### config.mk
export PLATFORM = sky130hd
export DESIGN_NAME = add_saturate_acc
export DESIGN_NICKNAME = d
export VERILOG_FILES = /design/src/rtl/add_saturate_acc.sv
export SDC_FILE = /design/constraint.sdc
export NUM_CORES = 1
export LEC_CHECK = 0
export BUFFER_PORTS_ARGS = -buffer_cell sky130_fd_sc_hd__buf_4
export CAP_MARGIN = 15
export CORE_MARGIN = 3
export CORE_UTILIZATION = 34
export DETAILED_ROUTE_END_ITERATION = 10
export PLACE_DENSITY = 0.54
export SYNTH_ARGS = -nofsm -noshare
export SYNTH_HDL_FRONTEND = slang
export SYNTH_SLANG_ARGS = --single-unit
export TNS_END_PERCENT = 30
### constraint.sdc
create_clock -name clk -period 3.4 [get_ports clk]
set_input_delay 0.68 -clock clk [delete_from_list [all_inputs] [get_ports clk]]
set_output_delay 0.68 -clock clk [all_outputs]
set_load 0.05 [all_outputs]
### src/rtl/add_saturate_acc.sv
// Multi-lane saturating add/sub accumulator with frame framing and a registered, back-pressured result.
// Optional macro ADD_SATURATE_ACC_SAT_FLAG_EN builds per-lane sticky saturation flags on out_sat.
module add_saturate_acc #(
   parameter int unsigned N = 8,
   parameter int unsigned L = 4
) (
   input  logic             clk,
   input  logic             rst_n,
   input  logic             in_valid,
   output logic             in_ready,
   input  logic             in_first,
   input  logic             in_last,
   input  logic             in_sub,
   input  logic [L*N-1:0]   in_data,
   output logic             out_valid,
   input  logic             out_ready,
   output logic [L*N-1:0]   out_data,
   output logic [L-1:0]     out_sat,
   output logic             proto_err
);

   localparam int unsigned W = L * N;

   typedef enum logic {IDLE = 1'b0, ACCUM = 1'b1} state_t;

   state_t         state_q, state_d;
   logic [W-1:0]   acc_q, acc_d;
   logic [W-1:0]   out_data_d;
   logic           out_valid_d;
   logic           proto_err_d;
   logic [W-1:0]   step_res;
   logic [N:0]     lane_t;
   logic           accept;
   logic           restart;

   // N+1-bit sign-extended add or subtract of one lane
   function automatic logic [N:0] lane_sum(input logic [N-1:0] a, input logic [N-1:0] x,
                                           input logic sub);
      logic [N:0] ae;
      logic [N:0] xe;
      ae = {a[N-1], a};
      xe = {x[N-1], x};
      return sub ? (ae - xe) : (ae + xe);
   endfunction

   // Top two bits disagreeing means the true result left the N-bit range
   function automatic logic [N-1:0] clamp(input logic [N:0] t);
      case (t[N -: 2])
         2'b01:   return {1'b0, {(N-1){1'b1}}};
         2'b10:   return {1'b1, {(N-1){1'b0}}};
         default: return t[N-1:0];
      endcase
   endfunction

   assign in_ready = ~out_valid | out_ready;
   assign accept   = in_valid & in_ready;
   // Any beat outside an open frame, or a first beat, starts from zero
   assign restart  = (state_q == IDLE) | in_first;

`ifdef ADD_SATURATE_ACC_SAT_FLAG_EN
   logic [L-1:0] sticky_q, sticky_d, step_stk;
   logic [L-1:0] sat_q, sat_d;
   assign out_sat = sat_q;
`else
   assign out_sat = '0;
`endif

   always_comb begin
      state_d     = state_q;
      acc_d       = acc_q;
      out_data_d  = out_data;
      out_valid_d = out_valid;
      proto_err_d = proto_err;
      step_res    = '0;
      lane_t      = '0;
`ifdef ADD_SATURATE_ACC_SAT_FLAG_EN
      sticky_d    = sticky_q;
      sat_d       = sat_q;
      step_stk    = '0;
`endif

      for (int unsigned k = 0; k < L; k++) begin
         lane_t = lane_sum(restart ? N'(0) : acc_q[k*N +: N], in_data[k*N +: N], in_sub);
         step_res[k*N +: N] = clamp(lane_t);
`ifdef ADD_SATURATE_ACC_SAT_FLAG_EN
         step_stk[k] = (~restart & sticky_q[k]) | (lane_t[N] ^ lane_t[N-1]);
`endif
      end

      if (out_valid & out_ready)
         out_valid_d = 1'b0;

      if (accept) begin
         if ((state_q == IDLE) != in_first)
            proto_err_d = 1'b1;
         if (in_last) begin
            out_valid_d = 1'b1;
            out_data_d  = step_res;
            state_d     = IDLE;
`ifdef ADD_SATURATE_ACC_SAT_FLAG_EN
            sat_d       = step_stk;
`endif
         end else begin
            acc_d       = step_res;
            state_d     = ACCUM;
`ifdef ADD_SATURATE_ACC_SAT_FLAG_EN
            sticky_d    = step_stk;
`endif
         end
      end
   end

   always_ff @(posedge clk or negedge rst_n) begin
      if (!rst_n) begin
         state_q   <= IDLE;
         acc_q     <= '0;
         out_valid <= 1'b0;
         out_data  <= '0;
         proto_err <= 1'b0;
      end else begin
         state_q   <= state_d;
         acc_q     <= acc_d;
         out_valid <= out_valid_d;
         out_data  <= out_data_d;
         proto_err <= proto_err_d;
      end
   end

`ifdef ADD_SATURATE_ACC_SAT_FLAG_EN
   always_ff @(posedge clk or negedge rst_n) begin
      if (!rst_n) begin
         sticky_q <= '0;
         sat_q    <= '0;
      end else begin
         sticky_q <= sticky_d;
         sat_q    <= sat_d;
      end
   end
`endif

endmodule

==> reports/metrics.cfg, run 1 <==
[sta]
timing.fmax_mhz=304
tns_ps=0
setup_viol=0
finClkSkew_ps=5.49
rsz0062_at_grt=yes
period_share_pct=96.7
hold_violations=0
relSlewSlack_pct=44.1
tightest_slew_ps=839
period_minus_slack_ps=3290
drv_slew=0

[finish]
fillers=1370
syn2layout_area_growth_pct=42.4
drive_gt1_share_pct=34.5
nets=864
diodes=0

[logic_synthesis]
yosysWarnings=0
synth_edf_count=0
synth_area_leaders=dfrtp_1 33%, ha_1 11%, o21ai_0 6.2%
synth_area_um2=5090
syn_avg_cell_area_um2=8.34
synth_flop_cell=dfrtp_1
yosysTopAreaCellShare_pct=33.0
yosysMostFrequentCell=nand2_1
async_flop_share_pct=100
ys_types=49
syn_inst=610
ys_seq_area_share_pct=33.0
ys_ff_latch=67
synth_top_cell_by_area=dfrtp_1
synth.top_cells.by_count=70 x nand2_1, 67 x dfrtp_1, 63 x o21ai_0

[cts]
cts_tree=done
h-tree-depth=3
cts_made_buffers=9
clock-root-buffer=clkbuf_16
postCtsHoldBufs=0
cts.sinks=67
cts_max_path_buffers=2
clkTransAtPathRegs_ps=50
clk-insertion-delay-late_ps=330

[die]
row_count=44
dieArea_um2=16500
io_pins=78
core_um2=14600
dieHeight_um=128
die_w_um=128
initial_utilization_pct=34.9

[setup_path]
cp_slowest_cell=ha_4
arrival_ps=3530
crit_required_ps=3650
cp-startpoint=in_first
cp_max_fo=7
path_cells=buf_6, inv_8, ha_4, buf_12, buf_4, and2_1, ha_1, nor2b_2, o31a_1, o21a_1, nor3_2, o21bai_2, xor2_2, ha_4, buf_4, nand3b_1, a31oi_1
max_stage_delay_ps=340
end_kind=flop
critPathKind=in -> reg
crit_path_start_kind=input pin
timing.rr.start=state_q

[drt]
drtIter0Drc=212
wl_um=13500
drtPass1Iterations=4
avgViaCountPerCell=4.89
ant_nets=0
wire_per_inst_um=14.0
drc=0
vias=4715

[global_routing]
grtUsageTotal_pct=16.5
grt_pass1_wl_um=22200
grt_max_degree=68
antenna_found_initial=0
grt_pass1_vias=4823
grt-ovfl-total=0

[power]
p_sw_mw=2.39
pwr_density_cell_nw_per_um2=757
seqPwrFrac_pct=25.2
p_total_mw=5.48
p_leak_nw=3.40
clock_power_share_pct=18.1
internal_power_mw=3.09
p_comb_share_pct=56.8
ir_drop_mv=0.552
swShare_pct=43.7

[status]
outcome=finished clean

[placement]
port_buffers=73
gp_congestion=0.874
dp_hpwl_um=10300

[job]
maxCapViolCount=0

[worst_hold_path]
hold_class=in -> async

[per-stage QoR]
step / util [%] / setup WS, ps / hold slack [ps] / instance area (um2) / cells
finish: 49.7 / 113 / 445 / 7240 / 964
global route: 49.7 / -23.0 / 497 / 7240 / 964
CTS: 47.7 / 6.59 / 474 / 6970 / 959
detailed placement: 44.9 / -396 / 456 / 6560 / 935
global placement: 44.9 / -287 / 456 / 6560 / 935
floorplan: - / -338 / 384 / 5270 / 613
[layout make-up]
cell class                 count  area, um2  share of cell area (%)
inverter                      36        148                    2.04
clock inverter                 5       77.6                    1.07
multi-input combinational    481       3470                    48.0
tap                          184        230                    3.18
sequential                    67       1680                    23.1
clock buffer                  10        239                    3.30
timing repair buffer         181       1400                    19.3
[power groups by stage]
stage          Clock, mW  Sequential, mW  Combinational, mW
2_1_floorplan          0            1.96               1.33
3_3_place_gp           0            1.38               2.81
3_5_place_dp           0            1.38               2.87
4_1_cts             1.01            1.38               2.92
5_1_grt             1.04            1.43               3.40
6_report           0.990            1.38               3.11
[worst max-delay path: cells and delay by family]
family | cells | cell delay, ps
adder cells (fa/ha/maj) | 3 | 810
AO/OA/AOI/OAI | 4 | 810
buffers and inverters | 5 | 530
AND/OR/NAND/NOR | 4 | 510
XOR/XNOR | 1 | 180
[kinds of logic after synthesis]
group	Yosys count	share of synthesized area (%)
AND/OR/NAND/NOR	206	20.1
AO/OA/AOI/OAI	166	19.0
multiplexers	7	1.50
flip-flops	67	33.0
other	1	0.0737
adder cells (fa/ha/maj)	49	12.6
XOR/XNOR	49	8.59
buffers and inverters	65	5.12
[timing repair]
action	in CTS	in global routing
resized for setup	4	64
endpoints found under the setup margin	9	58
setup buffers	9	5
pin swaps	5	23
[layer usage]
layer | up-vias | wire length [um] | global-route usage [%] | share of wire, %
met5 | - | 0 | 0 | 0
met1 | 2204 | 6040 | 20.8 | 45
met4 | 0 | 229 | 4.56 | 1.7
met2 | 88 | 6650 | 28.5 | 49
met3 | 22 | 567 | 3.62 | 4.2
li1 | 2401 | - | - | -
[final timing paths]
path	slack, ps	cells after the start	end
max in group asynchronous	2400	1	acc_q[20]
min	450	1	out_data[9]
min reg2reg	470	2	acc_q[28]
min in group clk	470	2	acc_q[28]
max	110	17	acc_q[22]
max reg2reg	130	15	acc_q[22]
[state kept, by name, summed over array words and instances, names as in the netlist]
name       cells
acc_q         32
out_data      32
out_valid      1
proto_err      1
state_q        1
[layout by cell type (no fill, tap or decap), drive strengths merged, types with 24 or more instances in the layout]
cell type	instances
inv	36
xnor2	36
buf	181
nand2	70
and2	31
dfrtp	67
o21ai	64
a31oi	24
nor2	47
ha	45
a21oi	47
(Power assumes the default switching activity.)
==> inputs of run 2 (changes only) <==
==> constraint.sdc (replaced) <==
create_clock -name clk -period 3.4 [get_ports clk]
set_input_delay 0.34 -clock clk [delete_from_list [all_inputs] [get_ports clk]]
set_output_delay 0.34 -clock clk [all_outputs]
set_load 0.05 [all_outputs]
==> run 2 against run 1 <==
Clock power down 4.5%. Non-clock buffer count down 64. Final area down 9.8%. Sequential power about the same. Critical path depth down 4. Critical endpoint is now acc_q[31]. Largest power group unchanged. Highest routed layer unchanged.
==> reports/metrics.cfg, run 2 (synthesis gave the netlist of run 1 again) <==
[status]
outcome=finished clean

[die]
die_w_um=128  ; unchanged
row_count=44  ; unchanged
dieArea_um2=16500  ; unchanged
dieHeight_um=128  ; unchanged
io_pins=78  ; unchanged
core_um2=14600  ; unchanged
initial_utilization_pct=34.9  ; unchanged

[setup_path]
cp_slowest_cell=dfrtp_1
path_cells=ha_4, buf_4, and2_1, fa_2, a211oi_2, o21ai_1, a21oi_2, nor2b_2, o31ai_2, xor2_1, ha_1, mux2_4, mux2_2
timing.rr.start=state_q
cp-startpoint=state_q
crit_path_start_kind=flop
crit_required_ps=3620  ; -30 ps
end_kind=flop
max_stage_delay_ps=430  ; +90 ps
cp_max_fo=10  ; +3
arrival_ps=3510  ; -20 ps
critPathKind=reg -> reg

[global_routing]
grt_pass1_vias=4400  ; -8.8%
grt-ovfl-total=0  ; unchanged
grt_max_degree=68  ; unchanged
grt_pass1_wl_um=21200  ; -4.6%
grtUsageTotal_pct=16.0  ; -0.53 points
antenna_found_initial=0  ; unchanged

[power]
ir_drop_mv=0.383  ; -31%
p_leak_nw=3.01  ; -12%
pwr_density_cell_nw_per_um2=789  ; +4.2%

[finish]
fin_area_um2=6530  ; -9.8%
nets=800  ; -7.4%
reg_top3=acc_q x32, out_data x32
final_common_cell=buf_4
mostFrequentLayoutCells=117 x buf_4, 68 x nand2_1, 67 x dfrtp_1
final_util_pct=44.8  ; -4.9 points
syn2layout_area_growth_pct=28.4
fillers=1452  ; +6.0%
drive_gt1_share_pct=25.8  ; -8.7 points
diodes=0  ; unchanged

[cts]
clock-root-buffer=clkbuf_16
cts_made_buffers=9  ; unchanged
cts_tree=done
clk-insertion-delay-late_ps=330  ; about the same
cts_max_path_buffers=2  ; unchanged
clkTransAtPathRegs_ps=60  ; about the same
h-tree-depth=3  ; unchanged
cts.sinks=67  ; unchanged

[drt]
vias=4457  ; -5.5%
wire_per_inst_um=14.1  ; +1.1%
drtPass1Iterations=5  ; +1
ant_nets=0  ; unchanged
avgViaCountPerCell=4.95  ; +1.1%
drc=0  ; unchanged
wl_um=12700  ; -5.5%
drtIter0Drc=227  ; +7.1%

[placement]
dp_hpwl_um=9960  ; -3.7%
placed_area_um2=6080  ; -7.2%
gp_congestion=0.913  ; +4.5%
port_buffers=73  ; unchanged

[sta]
period_share_pct=96.9  ; +0.26 points
drv_slew=0  ; unchanged
relSlewSlack_pct=42.2  ; -1.8 points
rsz0062_at_grt=yes
hold_violations=0  ; unchanged
period_minus_slack_ps=3300  ; +8.91 ps
tightest_slew_ps=867  ; +27.6 ps
setup_viol=0  ; unchanged
timing.fmax_mhz=303  ; -0.27%
finClkSkew_ps=5.19  ; -0.294 ps

[job]
maxCapViolCount=0  ; unchanged

[worst_hold_path]
hold_class=in -> async

## run 2: cell count changes in the layout (fill, tap and decap cells not counted), sizes merged
cell / previous run / this run
clkinvlp: 1 / 2
bufinv: 2 / 1
buf: 181 / 117
inv: 36 / 38
clkbuf: 10 / 9
## run 2: cell type report
type                       instances  area (um2)  share of cell area [%]
sequential                        67        1680                    25.7
multi-input combinational        481        3310                    50.7
inverter                          36         135                    2.07
clock buffer                       9         225                    3.45
clock inverter                     7        76.3                    1.17
timing repair buffer             117         878                    13.4
tap                              184         230                    3.52
## run 2: metrics by stage
stage	hold slack [ps]	total power, mW	worst slack, ps	setup TNS (ps)	cells
finish	114	5.15	104	0	901
global route	195	5.55	-54.8	-563	901
CTS	150	5.05	58.7	0	898
detailed placement	458	4.08	-103	-1180	882
global placement	456	4.03	-18.6	-50.1	882
floorplan	44.4	3.19	-45.3	-90.6	613
## run 2: final timing paths
path	slack, ps	cells past startpoint	to
worst max-delay path	100	13	acc_q[31]
worst min-delay path	110	1	acc_q[18]
worst max register to register	100	13	acc_q[31]
worst min register to register	470	2	acc_q[2]
max in group asynchronous	2710	1	out_data[8]
min in group clk	280	2	proto_err
## run 2: critical path, delay by kind of cell (launching register included)
family	cells	cell delay, ps
and+or+nand+nor	2	340
muxes	2	580
AOI/OAI and AO/OA	4	550
xor gates and xnor gates	1	150
adders and majority gates	3	960
buffers and inverters	1	150
DFF	1	430
## run 2: layer usage
| metal | up-vias | part of all wire [%] | track usage [%] |
|---|---|---|---|
| met5 | - | 0 | 0 |
| met4 | 0 | 1.3 | 4.87 |
| met3 | 11 | 3.5 | 2.92 |
| met2 | 68 | 47 | 25.1 |
| met1 | 2086 | 48 | 22.5 |
| li1 | 2292 | - | - |
## run 2: power breakdown
part           total [mW]  switching (mW)  internal [mW]
Sequential           1.37           0.210           1.16
Combinational        2.84            1.74           1.10
Clock               0.945           0.372          0.572
Total                5.15            2.32           2.83
## run 2: repair_timing
item / in CTS / in global routing
resized for setup: 1 / 35
pin swaps: 0 / 4
hold buffers: 0 / 0
endpoints found under the setup margin: 1 / 56
buffers inserted: 0 / 3
==> inputs of run 3 (changes only) <==
--- a/config.mk
+++ b/config.mk
@@ -11,6 +11,7 @@
 export CORE_UTILIZATION = 34
 export DETAILED_ROUTE_END_ITERATION = 10
 export PLACE_DENSITY = 0.54
+export REMOVE_ABC_BUFFERS = 1
 export SYNTH_ARGS = -nofsm -noshare
 export SYNTH_HDL_FRONTEND = slang
 export SYNTH_SLANG_ARGS = --single-unit
==> run 3 against run 2 <==
Sequential share of layout area barely moved. Clock skew rose by 5.5 ps. Setup slack improved by 28 ps. Wire length rose by 0.30%. Critical path depth rose by 3. Die area did not move. Critical path type unchanged. Critical endpoint is now acc_q[17]. Largest power group unchanged.
==> reports/metrics.cfg, run 3 (synthesis gave the netlist of run 1 again) <==
[drt]
wl_met2_um=6300  ; +5.7%
met1_length_um=5970  ; -3.5%
avgViaCountPerCell=4.92  ; -0.64%
wire_per_inst_um=14.1  ; -0.37%
drc=0  ; unchanged
wl_um=12800  ; +0.30%
drtPass1Iterations=4  ; -1
wl_met3_um=415  ; -8.0%
routed.top_layer=met4
vias=4458  ; +0.022%
ant_nets=0  ; unchanged
drtIter0Drc=209  ; -7.9%

[cts]
clkTransAtPathRegs_ps=60  ; about the same
postCtsHoldBufs=0  ; unchanged
clk-insertion-delay-late_ps=330  ; about the same
cts.sinks=67  ; unchanged
clock-root-buffer=clkbuf_16
cts_max_path_buffers=2  ; unchanged
h-tree-depth=3  ; unchanged
cts_tree=done
cts_made_buffers=9  ; unchanged

[die]
initial_utilization_pct=34.9  ; unchanged
dieArea_um2=16500  ; unchanged
dieHeight_um=128  ; unchanged
row_count=44  ; unchanged
die_w_um=128  ; unchanged
io_pins=78  ; unchanged
core_um2=14600  ; unchanged

[setup_path]
arrival_ps=3510  ; about the same
cp_max_fo=8  ; -2
rrSetupSlack_ps=130  ; +30 ps
end_kind=flop
crit_path_start_kind=flop
crit_required_ps=3640  ; +20 ps
critPathKind=reg -> reg

[sta]
hold_violations=0  ; unchanged
relSlewSlack_pct=42.3  ; +0.055 points
tightest_slew_ps=866  ; -0.822 ps
drv_slew=0  ; unchanged
setup_viol=0  ; unchanged
period_share_pct=96.1  ; -0.84 points
finClkSkew_ps=10.7  ; +5.54 ps
setup_slack_ps=133  ; +28.4 ps
whs_ps=107  ; -6.14 ps
period_minus_slack_ps=3270  ; -28.4 ps
rsz0062_at_grt=yes
timing.fmax_mhz=306  ; +0.87%

[finish]
syn2layout_area_growth_pct=28.5  ; about the same
mostFrequentLayoutCells=123 x buf_4, 69 x nand2_1, 67 x dfrtp_1
nets=806  ; +0.75%
drive_gt1_share_pct=24.3  ; -1.5 points
diodes=0  ; unchanged
reg_top3=acc_q x32, out_data x32
fillers=1468  ; +1.1%
final_common_cell=buf_4

[global_routing]
antenna_found_initial=0  ; unchanged
grt_pass1_wl_um=21600  ; +1.7%
grtUsageTotal_pct=16.1  ; +0.090 points
grt-ovfl-total=0  ; unchanged
grt_pass1_vias=4584  ; +4.2%
grt_max_degree=68  ; unchanged

[placement]
dp_hpwl_um=9900  ; -0.61%
gp_congestion=0.838  ; -8.3%
post-place-ws_ps=-213  ; -109 ps
port_buffers=73  ; unchanged

[job]
maxCapViolCount=0  ; unchanged

[power]
ir_drop_mv=0.322  ; -16%
p_leak_nw=3.04  ; +0.96%
pwr_density_cell_nw_per_um2=790  ; +0.17%
p_total_mw=5.16  ; +0.25%

[status]
outcome=finished clean

[worst_hold_path]
hold_class=in -> async

-- run 3: changes by cell type in the layout (fill, tap and decap cells not counted), moves of 4 or more --
cell	before	now
buf_4	117	123
a21oi_1	34	39
o21ai_0	58	53
o21ai_1	6	11
a21oi_2	10	6
ha_1	40	44
ha_2	4	0
-- run 3: layout make-up --
type | instances | area (um2) | share of cell area, %
well taps | 184 | 230 | 3.52
clock buffers | 15 | 278 | 4.25
repair buffers | 123 | 923 | 14.1
inverters | 36 | 135 | 2.07
flip-flops and latches | 67 | 1680 | 25.6
multi-input cells | 481 | 3260 | 49.9
clock inverters | 1 | 30.0 | 0.459
-- run 3: worst max-delay path, stage by stage, from the launching register on --
cell	delay (ps)
dfrtp_1	400
ha_4	180
buf_4	160
buf_4	160
and2_1	160
ha_1	310
o21a_1	170
o31a_1	120
o21a_1	200
nor3_1	130
o21bai_1	110
xor2_1	160
ha_1	380
inv_2	70
buf_4	140
o21a_1	180
o21ai_0	150
-- run 3: worst paths after layout --
kind | start | to | cells past startpoint
worst max-delay path | state_q | acc_q[17] | 16
worst min-delay path | rst_n | out_data[8] | 1
worst max register to register | state_q | acc_q[17] | 16
worst min register to register | acc_q[5] | acc_q[5] | 2
max in group asynchronous | rst_n | out_valid | 1
min in group clk | in_valid | proto_err | 2
-- run 3: report_power, final --
group	switching [mW]	internal, mW
sequential	0.212	1.16
clock	0.325	0.628
combinational	1.72	1.12
-- run 3: layer usage --
layer	up-vias	global-route usage [%]
met5	-	0
li1	2308	-
met2	68	27.5
met4	0	4.99
met1	2074	20.7
met3	8	2.79
-- run 3: per-stage QoR --
step	cell area (um2)	instances	TNS (ps)	utilization, %
5_1_grt	6540	907	-640	44.8
3_3_place_gp	6110	889	-2080	41.9
3_5_place_dp	6110	889	-5000	41.9
4_1_cts	6440	905	0	44.2
2_1_floorplan	4970	584	-255	-
6_report	6540	907	0	44.8
-- run 3: what timing repair did --
item	in CTS	in global routing
setup buffers	0	2
resized for setup	6	30
endpoints found under the setup margin	17	63
cloned	0	0
pin swaps	1	10
